### config.mk
export PLATFORM = sky130hd
export DESIGN_NAME = decode
export DESIGN_NICKNAME = d
export VERILOG_FILES = /design/src/rtl/decode.sv
export SDC_FILE = /design/constraint.sdc
export NUM_CORES = 1
export LEC_CHECK = 0
export ABC_AREA = 1
export CAP_MARGIN = 10
export CORE_AREA = 3 3 193 195
export DETAILED_ROUTE_END_ITERATION = 16
export DIE_AREA = 0 0 196 198
export PLACE_DENSITY = 0.46
export RECOVER_POWER = 100
export SLEW_MARGIN = 5
export SYNTH_ARGS = -nofsm -noshare
export SYNTH_HDL_FRONTEND = slang
export SYNTH_SLANG_ARGS = --single-unit
### constraint.sdc
create_clock -name clk -period 6.1 [get_ports clk]
set_input_delay 1.83 -clock clk [delete_from_list [all_inputs] [get_ports clk]]
set_output_delay 1.83 -clock clk [all_outputs]
set_load 0.1 [all_outputs]
### src/rtl/decode.sv
// decode: second pipeline stage, directly downstream of fetch.
// Decodes one MIPS-style instruction word per enable pulse into register
// indices, an extended immediate, an ALU operation and control flags. Results
// are registered and presented one cycle later with a one-cycle done pulse.
// A load-use hazard against the previously issued slot produces one bubble
// slot while the instruction waits in a hold buffer, then it is replayed.
//
// Ports:
//   clk, rstn        clock, asynchronous active-low reset
//   enable           command/pc valid this cycle
//   flush            drop held and in-flight instruction
//   pc, command      instruction address and word
//   done             one-cycle pulse, decoded outputs valid
//   stall            held instruction awaiting replay; upstream must wait
//   bubble           slot is a no-op (all control flags 0)
//   d_pc             PC of the decoded instruction
//   rs, rt, rd       register indices (rd = 0 when nothing is written)
//   imm, shamt       extended immediate, shift amount
//   alu_op           ADD=0 SUB=1 AND=2 OR=3 XOR=4 SLT=5 SLL=6 SRL=7 SRA=8 LUI=9
//   use_imm .. illegal  control flags
module decode (
  input  logic        clk,
  input  logic        rstn,
  input  logic        enable,
  input  logic        flush,
  input  logic [31:0] pc,
  input  logic [31:0] command,
  output logic        done,
  output logic        stall,
  output logic        bubble,
  output logic [31:0] d_pc,
  output logic [4:0]  rs,
  output logic [4:0]  rt,
  output logic [4:0]  rd,
  output logic [31:0] imm,
  output logic [4:0]  shamt,
  output logic [3:0]  alu_op,
  output logic        use_imm,
  output logic        mem_read,
  output logic        mem_write,
  output logic        reg_write,
  output logic        branch,
  output logic        bne,
  output logic        jump,
  output logic        jump_reg,
  output logic        link,
  output logic        illegal
);

  localparam logic [3:0] AluAdd = 4'd0;
  localparam logic [3:0] AluSub = 4'd1;
  localparam logic [3:0] AluAnd = 4'd2;
  localparam logic [3:0] AluOr  = 4'd3;
  localparam logic [3:0] AluXor = 4'd4;
  localparam logic [3:0] AluSlt = 4'd5;
  localparam logic [3:0] AluSll = 4'd6;
  localparam logic [3:0] AluSrl = 4'd7;
  localparam logic [3:0] AluSra = 4'd8;
  localparam logic [3:0] AluLui = 4'd9;

  typedef struct packed {
    logic [4:0]  rs;
    logic [4:0]  rt;
    logic [4:0]  rd;
    logic [31:0] imm;
    logic [3:0]  alu_op;
    logic        use_imm;
    logic        mem_read;
    logic        mem_write;
    logic        reg_write;
    logic        branch;
    logic        bne;
    logic        jump;
    logic        jump_reg;
    logic        link;
    logic        illegal;
    logic        bubble;
    logic        reads_rs;
    logic        reads_rt;
  } dec_t;

  // Hold buffer and load tracker
  logic [31:0] hold_cmd_q, hold_pc_q;
  logic        load_valid_q;
  logic [4:0]  load_reg_q;

  // While stalled the held instruction is the one decoded, whatever is on the inputs
  logic [31:0] src_cmd, src_pc;
  assign src_cmd = stall ? hold_cmd_q : command;
  assign src_pc  = stall ? hold_pc_q  : pc;

  dec_t        dec;
  logic [5:0]  op, fn;
  logic [31:0] sext16, zext16, jtarget;
  logic        bad;
  logic        hazard;

  assign op      = src_cmd[31:26];
  assign fn      = src_cmd[5:0];
  assign sext16  = {{16{src_cmd[15]}}, src_cmd[15:0]};
  assign zext16  = {16'h0, src_cmd[15:0]};
  assign jtarget = {4'b0, src_cmd[25:0], 2'b00};

  always_comb begin
    dec    = '0;
    bad    = 1'b0;
    dec.rs = src_cmd[25:21];
    dec.rt = src_cmd[20:16];
    if (src_cmd == 32'h0000_0000 || src_cmd == 32'hFFFF_FFFF) begin
      dec.bubble = 1'b1;
    end else begin
      case (op)
        6'h00: begin
          dec.rd       = src_cmd[15:11];
          dec.reg_write = 1'b1;
          dec.reads_rs = 1'b1;
          dec.reads_rt = 1'b1;
          case (fn)
            6'h21: dec.alu_op = AluAdd;
            6'h23: dec.alu_op = AluSub;
            6'h24: dec.alu_op = AluAnd;
            6'h25: dec.alu_op = AluOr;
            6'h26: dec.alu_op = AluXor;
            6'h2A: dec.alu_op = AluSlt;
            6'h00: begin dec.alu_op = AluSll; dec.reads_rs = 1'b0; end
            6'h02: begin dec.alu_op = AluSrl; dec.reads_rs = 1'b0; end
            6'h03: begin dec.alu_op = AluSra; dec.reads_rs = 1'b0; end
            6'h08: begin
              dec.rd        = 5'd0;
              dec.reg_write = 1'b0;
              dec.jump      = 1'b1;
              dec.jump_reg  = 1'b1;
            end
            6'h09: begin
              dec.jump     = 1'b1;
              dec.jump_reg = 1'b1;
              dec.link     = 1'b1;
            end
            default: bad = 1'b1;
          endcase
        end
        6'h09, 6'h0A, 6'h0C, 6'h0D, 6'h0E, 6'h0F: begin
          dec.rd        = src_cmd[20:16];
          dec.use_imm   = 1'b1;
          dec.reg_write = 1'b1;
          dec.reads_rs  = 1'b1;
          case (op)
            6'h09:   begin dec.alu_op = AluAdd; dec.imm = sext16; end
            6'h0A:   begin dec.alu_op = AluSlt; dec.imm = sext16; end
            6'h0C:   begin dec.alu_op = AluAnd; dec.imm = zext16; end
            6'h0D:   begin dec.alu_op = AluOr;  dec.imm = zext16; end
            6'h0E:   begin dec.alu_op = AluXor; dec.imm = zext16; end
            default: begin
              dec.alu_op   = AluLui;
              dec.imm      = {src_cmd[15:0], 16'h0};
              dec.reads_rs = 1'b0;
            end
          endcase
        end
        6'h23: begin
          dec.mem_read  = 1'b1;
          dec.rd        = src_cmd[20:16];
          dec.reg_write = 1'b1;
          dec.use_imm   = 1'b1;
          dec.imm       = sext16;
          dec.reads_rs  = 1'b1;
        end
        6'h2B: begin
          dec.mem_write = 1'b1;
          dec.use_imm   = 1'b1;
          dec.imm       = sext16;
          dec.reads_rs  = 1'b1;
          dec.reads_rt  = 1'b1;
        end
        6'h04, 6'h05: begin
          dec.branch   = 1'b1;
          dec.bne      = op[0];
          dec.alu_op   = AluSub;
          dec.imm      = {sext16[29:0], 2'b00};
          dec.reads_rs = 1'b1;
          dec.reads_rt = 1'b1;
        end
        6'h02: begin
          dec.jump = 1'b1;
          dec.imm  = jtarget;
        end
        6'h03: begin
          dec.jump      = 1'b1;
          dec.imm       = jtarget;
          dec.link      = 1'b1;
          dec.rd        = 5'd31;
          dec.reg_write = 1'b1;
        end
        6'h32: begin
          dec.jump = 1'b1;
          dec.imm  = src_pc + jtarget;
        end
        default: bad = 1'b1;
      endcase
    end
    if (bad) begin
      dec         = '0;
      dec.rs      = src_cmd[25:21];
      dec.rt      = src_cmd[20:16];
      dec.illegal = 1'b1;
      dec.bubble  = 1'b1;
    end
    if (dec.rd == 5'd0) dec.reg_write = 1'b0;
  end

  assign hazard = load_valid_q &&
                  ((dec.reads_rs && dec.rs == load_reg_q) ||
                   (dec.reads_rt && dec.rt == load_reg_q));

  always_ff @(posedge clk or negedge rstn) begin
    if (!rstn) begin
      done         <= 1'b0;
      stall        <= 1'b0;
      bubble       <= 1'b0;
      d_pc         <= '0;
      rs           <= '0;
      rt           <= '0;
      rd           <= '0;
      imm          <= '0;
      shamt        <= '0;
      alu_op       <= '0;
      use_imm      <= 1'b0;
      mem_read     <= 1'b0;
      mem_write    <= 1'b0;
      reg_write    <= 1'b0;
      branch       <= 1'b0;
      bne          <= 1'b0;
      jump         <= 1'b0;
      jump_reg     <= 1'b0;
      link         <= 1'b0;
      illegal      <= 1'b0;
      hold_cmd_q   <= '0;
      hold_pc_q    <= '0;
      load_valid_q <= 1'b0;
      load_reg_q   <= '0;
    end else if (flush) begin
      // Decoded outputs deliberately keep their last values
      done         <= 1'b0;
      stall        <= 1'b0;
      hold_cmd_q   <= '0;
      hold_pc_q    <= '0;
      load_valid_q <= 1'b0;
    end else if (stall || enable) begin
      done  <= 1'b1;
      d_pc  <= src_pc;
      shamt <= src_cmd[10:6];
      if (!stall && hazard) begin
        // Issue a no-op slot and park the instruction for replay next cycle
        stall        <= 1'b1;
        hold_cmd_q   <= command;
        hold_pc_q    <= pc;
        bubble       <= 1'b1;
        rs           <= '0;
        rt           <= '0;
        rd           <= '0;
        imm          <= '0;
        alu_op       <= '0;
        use_imm      <= 1'b0;
        mem_read     <= 1'b0;
        mem_write    <= 1'b0;
        reg_write    <= 1'b0;
        branch       <= 1'b0;
        bne          <= 1'b0;
        jump         <= 1'b0;
        jump_reg     <= 1'b0;
        link         <= 1'b0;
        illegal      <= 1'b0;
        load_valid_q <= 1'b0;
      end else begin
        stall        <= 1'b0;
        bubble       <= dec.bubble;
        rs           <= dec.rs;
        rt           <= dec.rt;
        rd           <= dec.rd;
        imm          <= dec.imm;
        alu_op       <= dec.alu_op;
        use_imm      <= dec.use_imm;
        mem_read     <= dec.mem_read;
        mem_write    <= dec.mem_write;
        reg_write    <= dec.reg_write;
        branch       <= dec.branch;
        bne          <= dec.bne;
        jump         <= dec.jump;
        jump_reg     <= dec.jump_reg;
        link         <= dec.link;
        illegal      <= dec.illegal;
        load_valid_q <= dec.mem_read && (dec.rt != 5'd0);
        load_reg_q   <= dec.rt;
      end
    end else begin
      done <= 1'b0;
    end
  end

endmodule

Yosys cells after proc, flatten, opt, wreduce, memory -nomap -nowiden
Cells that the tools add are included.

Add/subtract/negate cells: 1. Bitwise operators: 2. Reductions and logical operators: 34. Eq/ne operators: 26. Multiplexer cells: 61.

Operator list (count): $mux W32 (9); $pmux W36 S5 (1); $pmux W32 S5 (1); $eq A6 B6 Y1 const B (9); $mux W54 (1); $mux W50 (1); $eq A6 B4 Y1 const B (8); $add A32 B28 Y32 (1); $eq A32 B32 Y1 const B (1); $logic_not A32 Y1 (1); $mux W1 (32); $pmux W4 S8 (1); $eq A6 B2 Y1 const B (4); $mux W5 (4); $reduce_or A8 Y1 (2); $pmux W5 S3 (1); $reduce_or A13 Y1 (1); $eq A6 B3 Y1 const B (2); $logic_not A6 Y1 (2); $pmux W4 S3 (1); $reduce_or A11 Y1 (1); $eq A5 B5 Y1 (2); $pmux W1 S2 (4); $reduce_or A2 Y1 (4); 17 further kinds (30).

Output and inout port bits: 101. Input port bits: 68. Logic and storage cells: 148. Register bits: 171.

Depth between registers and ports, before layout
Depth in word-level cells: 14. Gate-level depth with buffers: 22. Mapped depth without buffers: 18.

Least setup slack after synthesis
OpenSTA, ideal clock, no wires.

Kind: reg2reg. From: register stall. To: register imm[28]. Library setup time: 0.068 ns. Arrival time: 3.944 ns. Stages on the path, launching flop included: 22. Buffers on the path: 5. Setup slack: 2.088 ns. Data required time: 6.032 ns. Clock period less this slack: 4.012 ns. Path through: dfrtp_1 -> buf_2 -> buf_2 -> buf_2 -> buf_1 -> buf_1 -> nand2_1 -> nand2_1 -> ha_1 -> fa_1 -> nand3_1 -> nand2_1 -> inv_1 -> o21ai_0 -> nand2_1 -> nand2_1 -> nand2_1 -> nand3_1 -> nand2_1 -> o21ai_0 -> nand3_1 -> nand2_1.

Elaborated cells between the ends (all ways): 64. Classes of those cells: 1 x add/sub; 26 x eq/ne; 15 x mux; 22 x reduce/logical.

RTL lines: from (decl) (line 29) `output logic stall,`; from (signal assigned) (line 218) `stall <= 1'b0;`; from (signal assigned) (line 244) `stall <= 1'b0;`; from (signal assigned) (line 254) `stall <= 1'b1;`; $mux W32 (line 90) `assign src_pc = stall ? hold_pc_q : pc;`; via src_pc[2] (line 88) `logic [31:0] src_cmd, src_pc;`; $add A32 B28 Y32 (line 196) `dec.imm = src_pc + jtarget;`; $pmux W32 S5 (line 112) `case (op)`; $mux W50 (line 109) `if (src_cmd == 32'h0000_0000 || src_cmd == 32'hFFFF_FFFF) begin`; $mux W54 (line 201) `if (bad) begin`; $mux W32 (line 252) `if (!stall && hazard) begin`; to (signal assigned) (line 280) `imm <= dec.imm;`; to (decl) (line 35) `output logic [31:0] imm,`.

The timed path passes the listed nets, and every way through them passes these cells. A chain may end at the register's enable or synchronous reset.

Worst setup path in the final report
From: input port command[29]. To: register hold_cmd_q[20].

Word-level cells in the longest chain between the ends: 13. Elaborated cells between the ends (all ways): 37. Classes of those cells: 14 x eq/ne; 8 x mux; 15 x reduce/logical.

Ends and longest elaborated chain: from (decl) (line 27) `input logic [31:0] command,`; $mux W32 * (line 89) `assign src_cmd = stall ? hold_cmd_q : command;`; $eq A6 B4 Y1 (line 112, 147); $reduce_or A5 Y1 (no source line); $mux W1 (line 147) `case (op)`; $pmux W1 S3 (line 112); $mux W2 (line 109); $mux W54 * (line 201); $logic_and A1 B1 Y1 (line 212) `((dec.reads_rs && dec.rs == load_reg_q) ||`; $logic_or A1 B1 Y1 * (line 212); $logic_and A1 B1 Y1 * (line 211) `assign hazard = load_valid_q &&`; $logic_and A1 B1 Y1 * (line 252); $reduce_bool A2 Y1 (no source line) *; $reduce_and A2 Y1 (no source line) *; to (signal assigned) (line 255) `hold_cmd_q <= command;`; to (decl) (line 83) `logic [31:0] hold_cmd_q, hold_pc_q;`.

Mark *: on every way between the ends. The rest lies on a longest branch, timed or not.

==> results.txt <==
- Dividing total power by cell area gives a power density of 253 nW/um^2.
* Synthesized instance count: roughly 1.6k
* Ports placed on the boundary: between 150 and 200
* Worst-path maximum fanout: 64
* Gates resized, CTS repair: 0
- Mapped cell area: about 11000 um^2
- Minimum clock period: 5.20 ns
* Proportion of layout cells with a drive suffix above 1: under 10%
- # clock sinks: roughly 170
- Result of the run: finished, violations left
- The clock arrives with approximately 0.016 ns of skew.
* Post-CTS Setup Bufs: 0
- Class of the worst hold path: reg2reg
- Clk_lat worst skew: 0.46 ns
- Initial antenna violation count: 0
* Number of vias per cell after detailed routing: 5.04
- Wire length of the first global-routing pass: between 60 and 70 mm
- The final hold violation count was 0.
- Global-route met1 utilization: 32.8%
- The core region is between 30000 and 40000 um^2.
- Highest attainable clock frequency: approximately 0.19 GHz
* Slew of the pin with the lowest slew margin: 2.38 ns
- Initial Utilization: 30.1%
* Post-placement worst setup slack: ~1.0 ns
* Detailed-route via count: ~11k
- Once routing completed, OpenROAD measured the worst setup slack at 0.904 ns.
* Floorplan row count: about 70
* Routability congestion estimate from global placement: 0.957
- Register bit total from synthesis: roughly 170
- The finished cells cover ~13000 um^2.
* Routed length per placed instance: 19.8 um
- For the final routed database, the setup TNS stands at 0 ns.
* Remaining routing DRC violations: 0
* Root buffer cell: sky130_fd_sc_hd__clkbuf_16
- During placement, the flow inserted port buffers numbering 168.
- STA classifies the critical path startpoint as an input pin.
* Worst Path Required: about 6.5 ns
- For this design the static power due to leakage is between 6 and 7 nW.
- At the worst endpoint, the arrival time is around 5.6 ns.
- The tool flagged a number of max-cap violations equal to 4.
* DR iter-0 viols: around 950
* Most common cell after layout, fill and taps aside: sky130_fd_sc_hd__nand2_1
- Routed Wire Length: approximately 44 mm
- Number of hold buffers added after cts: 0
* Busiest layer in global routing: met2
- Half-perimeter wire length of the detailed placement result: around 33 mm
- Maximum number of pins on one net before global-route repair: 87
- Worst IR Drop VDD: between 0.2 and 0.25 mV
- H-Tree Depth: 4
- Max clock buf depth: 2
* Met3 track demand over resource: 4.30%
- Dividing the final minimum period by the clock period gives between 80% and 90%.
* Commonest non-fill, non-tap cells in the layout: sky130_fd_sc_hd__nand2_1 (653), sky130_fd_sc_hd__dfrtp_1 (170), sky130_fd_sc_hd__nand3_1 (167)
* Synth-to-Final Area Change: 25.2%
* Horizontal extent of the die: 196 um
- The die covers a little under 40000 um^2.
- Count of TritonRoute iterations in the first routing pass: 5
- Number of synthesized flops with an enable pin: 0
- Max-slew headroom at the worst pin: -59.0%
- In the global route stage, overall resource usage came out at between 20 and 25%.
- CTS tree: done
- Max-slew violation count: ~250
* Violated checks: capacitance limit, slew limit
* ANT nets after route: 0
- Sequential share of the synthesized area: around 40%
- Number of endpoints failing setup at the final stage: 0
* Clock-pin slew of the registers on the worst-case setup and hold paths: about 0.07 ns
- Most used DFF post-synth: sky130_fd_sc_hd__dfrtp_1
- RSZ-0062 raised after global routing: no
* Met2 Usage GRT: 34.0%
- Syn avg cell area: approximately 6.7 um^2
- During synthesis, Yosys emitted a total of 0 warnings.
- Share of async-settable or async-resettable flops after synthesis: 100%
* Via count of the first global-routing pass: approximately 11k
* Placed standard-cell area: between 10000 and 15000 um^2
* CTS buffer count: 17
* Overall die height: 198 um
* Number of unique standard cell types used by synthesis: 41
* Overflow after GRT: 0
- The critical path is of the in2reg type.
* Endpoint class of the critical path: flip-flop
- For this run, the post-layout net count is ~1.8k.
* Net count after synthesis: about 1.7k
[metal layers]
metal | up-vias | routed length (um)
met2 | 361 | 19000
met5 | - | 0
li1 | 5484 | -
met4 | 0 | 828
met1 | 5227 | 21200
met3 | 42 | 2610
[cells in the mapped netlist, drive strengths merged (7+ instances only)]
library cell / number / share of area, %
a31oi: 31 / 1.8
o21ai: 116 / 5.5
nand2: 655 / 23
nand3: 167 / 7.9
buf: 35 / 1.7
nand3b: 9 / 0.63
ha: 26 / 3.0
o221ai: 7 / 0.57
o211ai: 9 / 0.63
inv: 96 / 3.4
clkbuf: 33 / 1.2
nor3: 7 / 0.33
a21oi: 55 / 2.6
nand4: 15 / 0.94
dfrtp: 171 / 40
nor2: 130 / 4.8
[cells by family after synthesis]
logic type | after synthesis | synth area share, %
AOI/OAI and AO/OA | 234 | 12.2
xor gates and xnor gates | 6 | 0.491
adders and majority gates | 27 | 3.23
buffers and inverters | 164 | 6.27
DFF | 171 | 40.0
and+or+nand+nor | 986 | 37.9
[power by group]
group	internal [mW]	switching (mW)
combinational	0.233	0.805
sequential	1.20	0.0398
clock	0.605	0.505
total	2.04	1.35
[worst paths after layout]
kind	start	to	slack, ns	cells after the start
worst max-delay path	command[29]	hold_cmd_q[20]	0.90	17
worst min-delay path	rd[2]	rd[2]	0.48	2
worst max register to register	stall	hold_cmd_q[20]	1.49	19
worst min register to register	rd[2]	rd[2]	0.48	2
max in group asynchronous	rstn	stall	2.43	1
min in group asynchronous	rstn	d_pc[8]	2.03	1
[through the flow]
stage	cells	util, %	hold slack (ns)	power, mW
6_report	2204	37.7	0.476	3.39
5_1_grt	2203	37.7	0.505	3.53
4_1_cts	2203	37.8	0.487	3.45
3_5_place_dp	2172	36.1	0.470	2.33
3_3_place_gp	2172	36.1	0.467	2.33
2_1_floorplan	1588	-	0.459	1.98
[worst max-delay path, stage by stage]
cell	delay, ns
sky130_fd_sc_hd__dlygate4sd3_1	0.55
sky130_fd_sc_hd__nand2_1	0.06
sky130_fd_sc_hd__nand2_1	0.34
sky130_fd_sc_hd__nand2_1	0.10
sky130_fd_sc_hd__nor2_1	0.16
sky130_fd_sc_hd__nand2_1	0.12
sky130_fd_sc_hd__nand2_1	0.14
sky130_fd_sc_hd__nand2_1	0.28
sky130_fd_sc_hd__nand3_1	0.21
sky130_fd_sc_hd__nand2_1	0.07
sky130_fd_sc_hd__nand2_1	0.13
sky130_fd_sc_hd__nand3_1	0.18
sky130_fd_sc_hd__clkbuf_2	0.56
sky130_fd_sc_hd__nor2_4	0.28
sky130_fd_sc_hd__buf_12	0.27
sky130_fd_sc_hd__nand2_1	0.09
sky130_fd_sc_hd__nand2_1	0.08
[cell type report]
class	instances	area, um^2
fillers	3903	22200
multi-input cells	1253	5750
flip-flops and latches	171	4280
repair buffers	191	1860
well taps	461	577
clock buffers	19	433
inverters	96	360
clock inverters	12	141
diodes	1	2.50
No activity file was read; power rests on OpenSTA's default activity.
